$ cat src/rtl/addr_ctrl_pkg.sv
// addr_ctrl_pkg: shared state encoding and requester ids for the address-register arbiter.
package addr_ctrl_pkg;
  typedef enum logic [1:0] {IDLE, LOAD, ACCESS, RESP} state_e;
  localparam logic REQ_F = 1'b0;
  localparam logic REQ_D = 1'b1;
endpackage

$ cat src/rtl/arb_timeout_cnt.sv
// arb_timeout_cnt: 8-bit access-wait counter with clear/enable and terminal count at TIMEOUT.
module arb_timeout_cnt #(
  parameter int unsigned TIMEOUT = 15
) (
  input  logic clk,
  input  logic rst,
  input  logic clr_i,
  input  logic en_i,
  output logic tc_o
);
  logic [7:0] cnt_q, cnt_d;
  always_comb cnt_d = clr_i ? 8'd0 : en_i ? cnt_q + 8'd1 : cnt_q;
  always_ff @(posedge clk or negedge rst)
    if (!rst) cnt_q <= '0;
    else cnt_q <= cnt_d;
  assign tc_o = cnt_q == 8'(TIMEOUT);
endmodule

$ cat src/rtl/addr_reg_arbiter.sv
// addr_reg_arbiter: shares the address register between fetch (F) and data (D) requesters.
// Define ROUND_ROBIN_EN to alternate tie wins; otherwise F always beats D.
module addr_reg_arbiter
  import addr_ctrl_pkg::*;
#(
  parameter int unsigned word_size = 8,
  parameter int unsigned TIMEOUT   = 15
) (
  input  logic                 clk,
  input  logic                 rst,
  input  logic                 f_req,
  input  logic [word_size-1:0] f_addr,
  output logic                 f_ack,
  input  logic                 d_req,
  input  logic [word_size-1:0] d_addr,
  output logic                 d_ack,
  output logic                 err,
  output logic [word_size-1:0] ar_data_in,
  output logic                 ar_load,
  output logic                 mem_en,
  input  logic                 mem_rdy,
  output logic                 busy
);
  state_e state_q, state_d;
  logic [word_size-1:0] addr_q, addr_d;
  logic gnt_q, gnt_d, err_q, err_d, win, tie, grant, tc;
`ifdef ROUND_ROBIN_EN
  logic last_q, last_d;
  assign tie    = ~last_q;
  assign last_d = (state_q == RESP) ? gnt_q : last_q;
  // Starts as "D granted last" so the first tie after reset goes to F.
  always_ff @(posedge clk or negedge rst)
    if (!rst) last_q <= REQ_D;
    else last_q <= last_d;
`else
  assign tie = REQ_F;
`endif
  assign win   = f_req ? (d_req ? tie : REQ_F) : REQ_D;
  assign grant = (state_q == IDLE) && (f_req || d_req);
  // The counter also runs in LOAD so it equals the number of ACCESS cycles including the current one.
  arb_timeout_cnt #(.TIMEOUT(TIMEOUT)) u_cnt (
    .clk  (clk),
    .rst  (rst),
    .clr_i(state_q == RESP),
    .en_i ((state_q == LOAD) || (state_q == ACCESS)),
    .tc_o (tc)
  );
  always_ff @(posedge clk or negedge rst)
    if (!rst) begin
      state_q <= IDLE;
      addr_q  <= '0;
      gnt_q   <= REQ_F;
      err_q   <= 1'b0;
    end else begin
      state_q <= state_d;
      addr_q  <= addr_d;
      gnt_q   <= gnt_d;
      err_q   <= err_d;
    end
  always_comb begin
    state_d = state_q;
    case (state_q)
      IDLE:    state_d = grant ? LOAD : IDLE;
      LOAD:    state_d = ACCESS;
      ACCESS:  state_d = (mem_rdy || tc) ? RESP : ACCESS;
      default: state_d = IDLE;
    endcase
    gnt_d  = grant ? win : gnt_q;
    addr_d = grant ? (win == REQ_D ? d_addr : f_addr) : addr_q;
    err_d  = (state_q == ACCESS) ? ~mem_rdy : err_q;
  end
  always_comb begin
    ar_load    = state_q == LOAD;
    mem_en     = state_q == ACCESS;
    busy       = state_q != IDLE;
    f_ack      = (state_q == RESP) && (gnt_q == REQ_F);
    d_ack      = (state_q == RESP) && (gnt_q == REQ_D);
    err        = (state_q == RESP) && err_q;
    ar_data_in = addr_q;
  end
endmodule

$ cat config.mk
export PLATFORM = sky130hd
export DESIGN_NAME = addr_reg_arbiter
export DESIGN_NICKNAME = d
export VERILOG_FILES = /design/src/rtl/addr_ctrl_pkg.sv /design/src/rtl/arb_timeout_cnt.sv /design/src/rtl/addr_reg_arbiter.sv
export SDC_FILE = /design/constraint.sdc
export NUM_CORES = 1
export LEC_CHECK = 0
export ABC_CLOCK_PERIOD_IN_PS = 1640
export BUFFER_PORTS_ARGS = -buffer_cell sky130_fd_sc_hd__buf_2
export CAP_MARGIN = 20
export CORE_UTILIZATION = 48
export DETAILED_ROUTE_END_ITERATION = 8
export GPL_TIMING_DRIVEN = 0
export HOLD_SLACK_MARGIN = 0.05
export PLACE_DENSITY = 0.77
export SLEW_MARGIN = 20
export SYNTH_ARGS = -nofsm -noshare
export SYNTH_HDL_FRONTEND = slang
export SYNTH_HIERARCHICAL = 1
export SYNTH_SLANG_ARGS = --single-unit
$ cat constraint.sdc
create_clock -name clk -period 1.64 [get_ports clk]
set_input_delay 0.246 -clock clk [delete_from_list [all_inputs] [get_ports clk]]
set_output_delay 0.246 -clock clk [all_outputs]
set_load 0.005 [all_outputs]
After elaboration in Yosys (flattened, before gate mapping)
Cells that the tools add are included.
Widths: inputs -> output; s select.
{ "word_totals": {"regBits": 20, "out_inout_bits": 14, "ramBits": 0, "latchBits": 0, "memories": 0, "rom_bits": 0} }
{ "classes": {"n_lt_le_gt_ge": 0, "mul": 0, "add_sub_neg": 1, "reduce_logical": 10, "n_div": 0, "n_eq_ne": 4, "muxes": 7, "shift": 0, "n_bitwise": 2} }
{ "op_table": {"columns": ["cell", "n"], "rows": [
  ["$mux 8", 3],
  ["$add 8x1->8 const B", 1],
  ["$eq 8x4->1 const B", 1],
  ["$pmux 2 s3", 1],
  ["$eq 2x2->1 const B", 2],
  ["$logic_and 1x1->1", 4],
  ["$reduce_bool 2->1", 2],
  ["$logic_or 1x1->1", 3],
  ["$mux 1", 3],
  ["$eq 2x1->1 const B", 1],
  ["$logic_not 2->1", 1],
  ["$not 1->1", 2]
]} }

Logic depth before layout (Yosys ltp)
{ "logic_depth": {"ltp_word": 4, "mapped_depth": 6, "mapped_depth_nobuf": 5} }

Cells and area by module
Netlist, hierarchy kept.
{ "modules_own_cells": {"columns": ["mod", "n_inst", "area_each_um2", "cells_each"], "rows": [
  ["addr_reg_arbiter", 1, 638.1, 47],
  ["arb_timeout_cnt", 1, 394.1, 40]
]} }

Least setup slack after synthesis
Ideal clock, no wire load.
{ "synth_timing": {"path_type": "register to register", "start": "register state_q[0]", "end": "register u_cnt.cnt_q[7]", "path_slack_ns": 0.164, "stages_incl_launch_ff": 7, "required_ns": 1.562, "arrival_ns": 1.399, "period_less_slack_ns": 1.476, "cell_sequence": "dfrtp_1 -> inv_1 -> ha_1 -> buf_2 -> nand4_1 -> or3_1 -> a21oi_1"} }
{ "synth_via": {"elab_chain_cells": 3, "word_cells_on_any_way": 6, "cone_classes": "eq/ne (3); mux (1); reduce/logical (2)"} }
{ "synth_rtl": {"columns": ["item", "line_no", "rtl"], "rows": [
  ["from (decl)", "addr_reg_arbiter.sv:24", "state_e state_q, state_d;"],
  ["from (signal assigned)", "addr_reg_arbiter.sv:55", "state_q <= state_d;"],
  ["$eq 2x1->1 / $eq 2x2->1 (equally long branches)", "addr_reg_arbiter.sv:45", ".en_i ((state_q == LOAD) || (state_q == ACCESS)),"],
  ["$logic_or 1x1->1", "addr_reg_arbiter.sv:45", null],
  ["$reduce_bool 2->1 (no source line)", null, null],
  ["to (signal assigned)", "arb_timeout_cnt.sv:15", "else cnt_q <= cnt_d;"],
  ["to (decl)", "arb_timeout_cnt.sv:11", "logic [7:0] cnt_q, cnt_d;"]
]} }
Parallel ways exist; a longest one is shown, timed or not.
A chain may end at the register's enable or synchronous reset.

Final worst setup path
Same ends and word-level chain as after synthesis.

==> metrics <==
status finished, final reports clean; final WL between 1500 and 2000 um; Crit Path Max Fanout 8; PortBufs 33; die height 48.4 um; I/O Pins 35; CTS sink count 20; multi-input logic area 505 um^2; CTS tree done; routed len/inst 11.6 um; Iter 0 DRT Violations 12; Setup TNS 0 ns; max-capacitance violation count 0; Post-synth ARST share 100%; Worst path slowest cell dfrtp_1; routed vias/inst 5.14; leading area contributor after synthesis dfrtp_1; DRC 0; maximum operating frequency 645 MHz; clock root buffer clkbuf_4; DP Wirelength 1400 um; Tcrit/Tclk final 94.6%; share of the synthesized area in the top cell type 48.5%; crit path launch type flip-flop; share of cells above drive strength 1 around 47%; Critical Path RT around 1.9 ns; Most used DFF post-synth dfrtp_1; Hold EP err_q; Vias a little under 800; vias in the first global route 717; Power Density 1640 nW/um^2; Slew Limit Fails 0; P_leak 0.654 nW; worst clock skew 0.0135 ns; post-synthesis sequential area ratio 48.5%; Hold Vio Cnt, Final 0; CP max stage delay 0.40 ns; Critical Path End Type flip-flop; R2R Path Start state_q[0]; most numerous cell in the Yosys netlist dfrtp_1; synth cell count leaders dfrtp_1, mux2_2, ha_1, nor2_1, inv_1; Worst Path Arrival about 1.8 ns; Num CTS Buffers 3; antenna violations before repair 0; FF+latch area 500 um^2; Setup-failing EPs final 0; Area Overhead vs Synth 27.9%; Final ANT Viol Nets 0; deepest clock path buffer count 2; largest net degree at the start of global routing 21; die area 2340 um^2; Starting Density 52.1%; first-pass GRT wire length 3110 um; Tightest Pin Transition 0.426 ns; Post-Syn Nets between 100 and 150; RSZ-0062 raised after global routing false; depth of the worst hold-timing path 2; Distinct cells, synth 22; Total GRT Usage 17.4%; Post-synth EDFFs 0; min cycle time layout between 1.5 and 2 ns; R2R cell count 6; syn_area_per_cell 11.9 um^2; worst vdd ir 0.00112 V; Post-Synthesis Cell Area 1030 um^2; top cells by area, synth dfrtp_1, mux2_2, ha_1, mux2i_1, xor2_1; post-layout util between 60% and 70%; kind of critical path flip-flop to flip-flop; diode count 0; fin nets 154; Clock Latency Late Sink 0.30 ns; routability congestion estimate 0.687; R2R setup slack 0.09 ns; Rows 16; Slew headroom 71.6%; global route total overflow 0; router iterations before antenna repair 4; post-synthesis cell count 87; Die X 48.4 um; CTS clk-pin slew, worst paths between 0.1 and 0.15 ns; Hold Crit Start mem_rdy; CTS HTree Levels 1; CP cell instances inv_1, ha_4, buf_6, nand4_1, or3_1, a21oi_1; worst reg2reg path endpoint u_cnt/cnt_q[7]; Core ar. 1980 um^2; worst hold-check path type primary input to flip-flop; fillers 162; number of synthesized register bits 20; Yosys warning count 6
-- worst max path at each step --
stage                    start              to  slack, ns
global placement    state_q[1]  u_cnt/cnt_q[7]       0.08
finish              state_q[0]  u_cnt/cnt_q[7]       0.09
CTS                 state_q[0]  u_cnt/cnt_q[7]       0.04
floorplan           state_q[0]  u_cnt/cnt_q[7]       0.16
global route        state_q[0]  u_cnt/cnt_q[5]      0.006
detailed placement  state_q[0]  u_cnt/cnt_q[7]       0.03
-- layout make-up --
| type | instances | share of cell area (%) |
|---|---|---|
| Sequential cell | 20 | 37.9 |
| Clock buffer | 3 | 1.71 |
| Timing Repair Buffer | 35 | 13.8 |
| Inverter | 5 | 1.42 |
| Tap cell | 27 | 2.56 |
| Buffer | 3 | 1.99 |
| Clock inverter | 1 | 2.27 |
| Multi-Input combinational cell | 59 | 38.3 |
-- through the flow --
stage / instances / hold slack, ns / power, W / worst slack, ns / area (um^2)
6_report: 153 / 0.146 / 0.00217 / 0.0886 / 1320
3_3_place_gp: 147 / 0.212 / 0.00167 / 0.0797 / 1230
2_1_floorplan: 87 / -0.0496 / 0.00141 / 0.164 / 1030
5_1_grt: 153 / 0.137 / 0.00234 / 0.00606 / 1320
3_5_place_dp: 147 / 0.215 / 0.00171 / 0.0334 / 1230
4_1_cts: 152 / 0.129 / 0.00213 / 0.0391 / 1300
-- flip-flops by register name, indices dropped and copies added (netlist names) --
register and flops:
ar_data_in 8, state_q 2, gnt_q 1, err_q 1, u_cnt/cnt_q 8
-- cells in the final DEF (no fill, tap or decap) --
cell type      count
buf_2             33
buf_6              2
or3_1              3
ha_4               1
mux2_2            16
o21ai_0            4
nand3_1            2
buf_1              1
ha_1               5
dfrtp_1           20
inv_1              5
dlygate4sd3_1      1
clkbuf_4           3
nand4_1            3
nand2_1            2
and2_1             2
nor2_1             6
a21oi_1            4
o21ai_4            1
xnor2_1            1
xor2_1             3
bufinv_16          1
buf_4              1
or4_1              1
mux2i_1            3
nand4_2            1
nor2b_1            1
-- per-layer routing --
layer	global-route usage, %	vias up	part of all wire, %
li1	-	380	-
met1	20.0	376	42
met2	31.0	26	52
met3	1.89	4	3.8
met4	10.3	0	1.6
met5	0	-	0
-- kinds of logic (layout without fill, tap and decap cells) --
group / count (synthesis) / after routing / share of synthesized area [%]
AO/OA/AOI/OAI: 9 / 9 / 5.46
multiplexers: 19 / 19 / 20.4
adder cells (fa/ha/maj): 6 / 6 / 7.27
XOR/XNOR: 4 / 4 / 3.39
AND/OR/NAND/NOR: 21 / 21 / 11.3
flip-flops: 20 / 20 / 48.5
buffers and inverters: 8 / 47 / 3.76
-- worst max-delay path, delay by kind of cell (launching register included) --
| family | cells | cell delay (ns) |
|---|---|---|
| buffers and inverters | 2 | 0.23 |
| DFF | 1 | 0.40 |
| and+or+nand+nor | 2 | 0.42 |
| AOI/OAI and AO/OA | 1 | 0.14 |
| adders and majority gates | 1 | 0.28 |
-- power breakdown --
group | switching [W] | total, W | internal (W)
clock network | 0.000146 | 0.000393 | 0.000247
logic | 0.000419 | 0.000936 | 0.000517
registers | 0.000144 | 0.000840 | 0.000696
total | 0.000709 | 0.00217 | 0.00146
-- what timing repair did --
item                       in CTS  in global routing
buffers inserted                0                  1
hold endpoints to repair       20                  0
gates resized for setup         1                  2
hold buffers                    1                  0
setup endpoints to repair       1                  3
(Power assumes the default switching activity.)
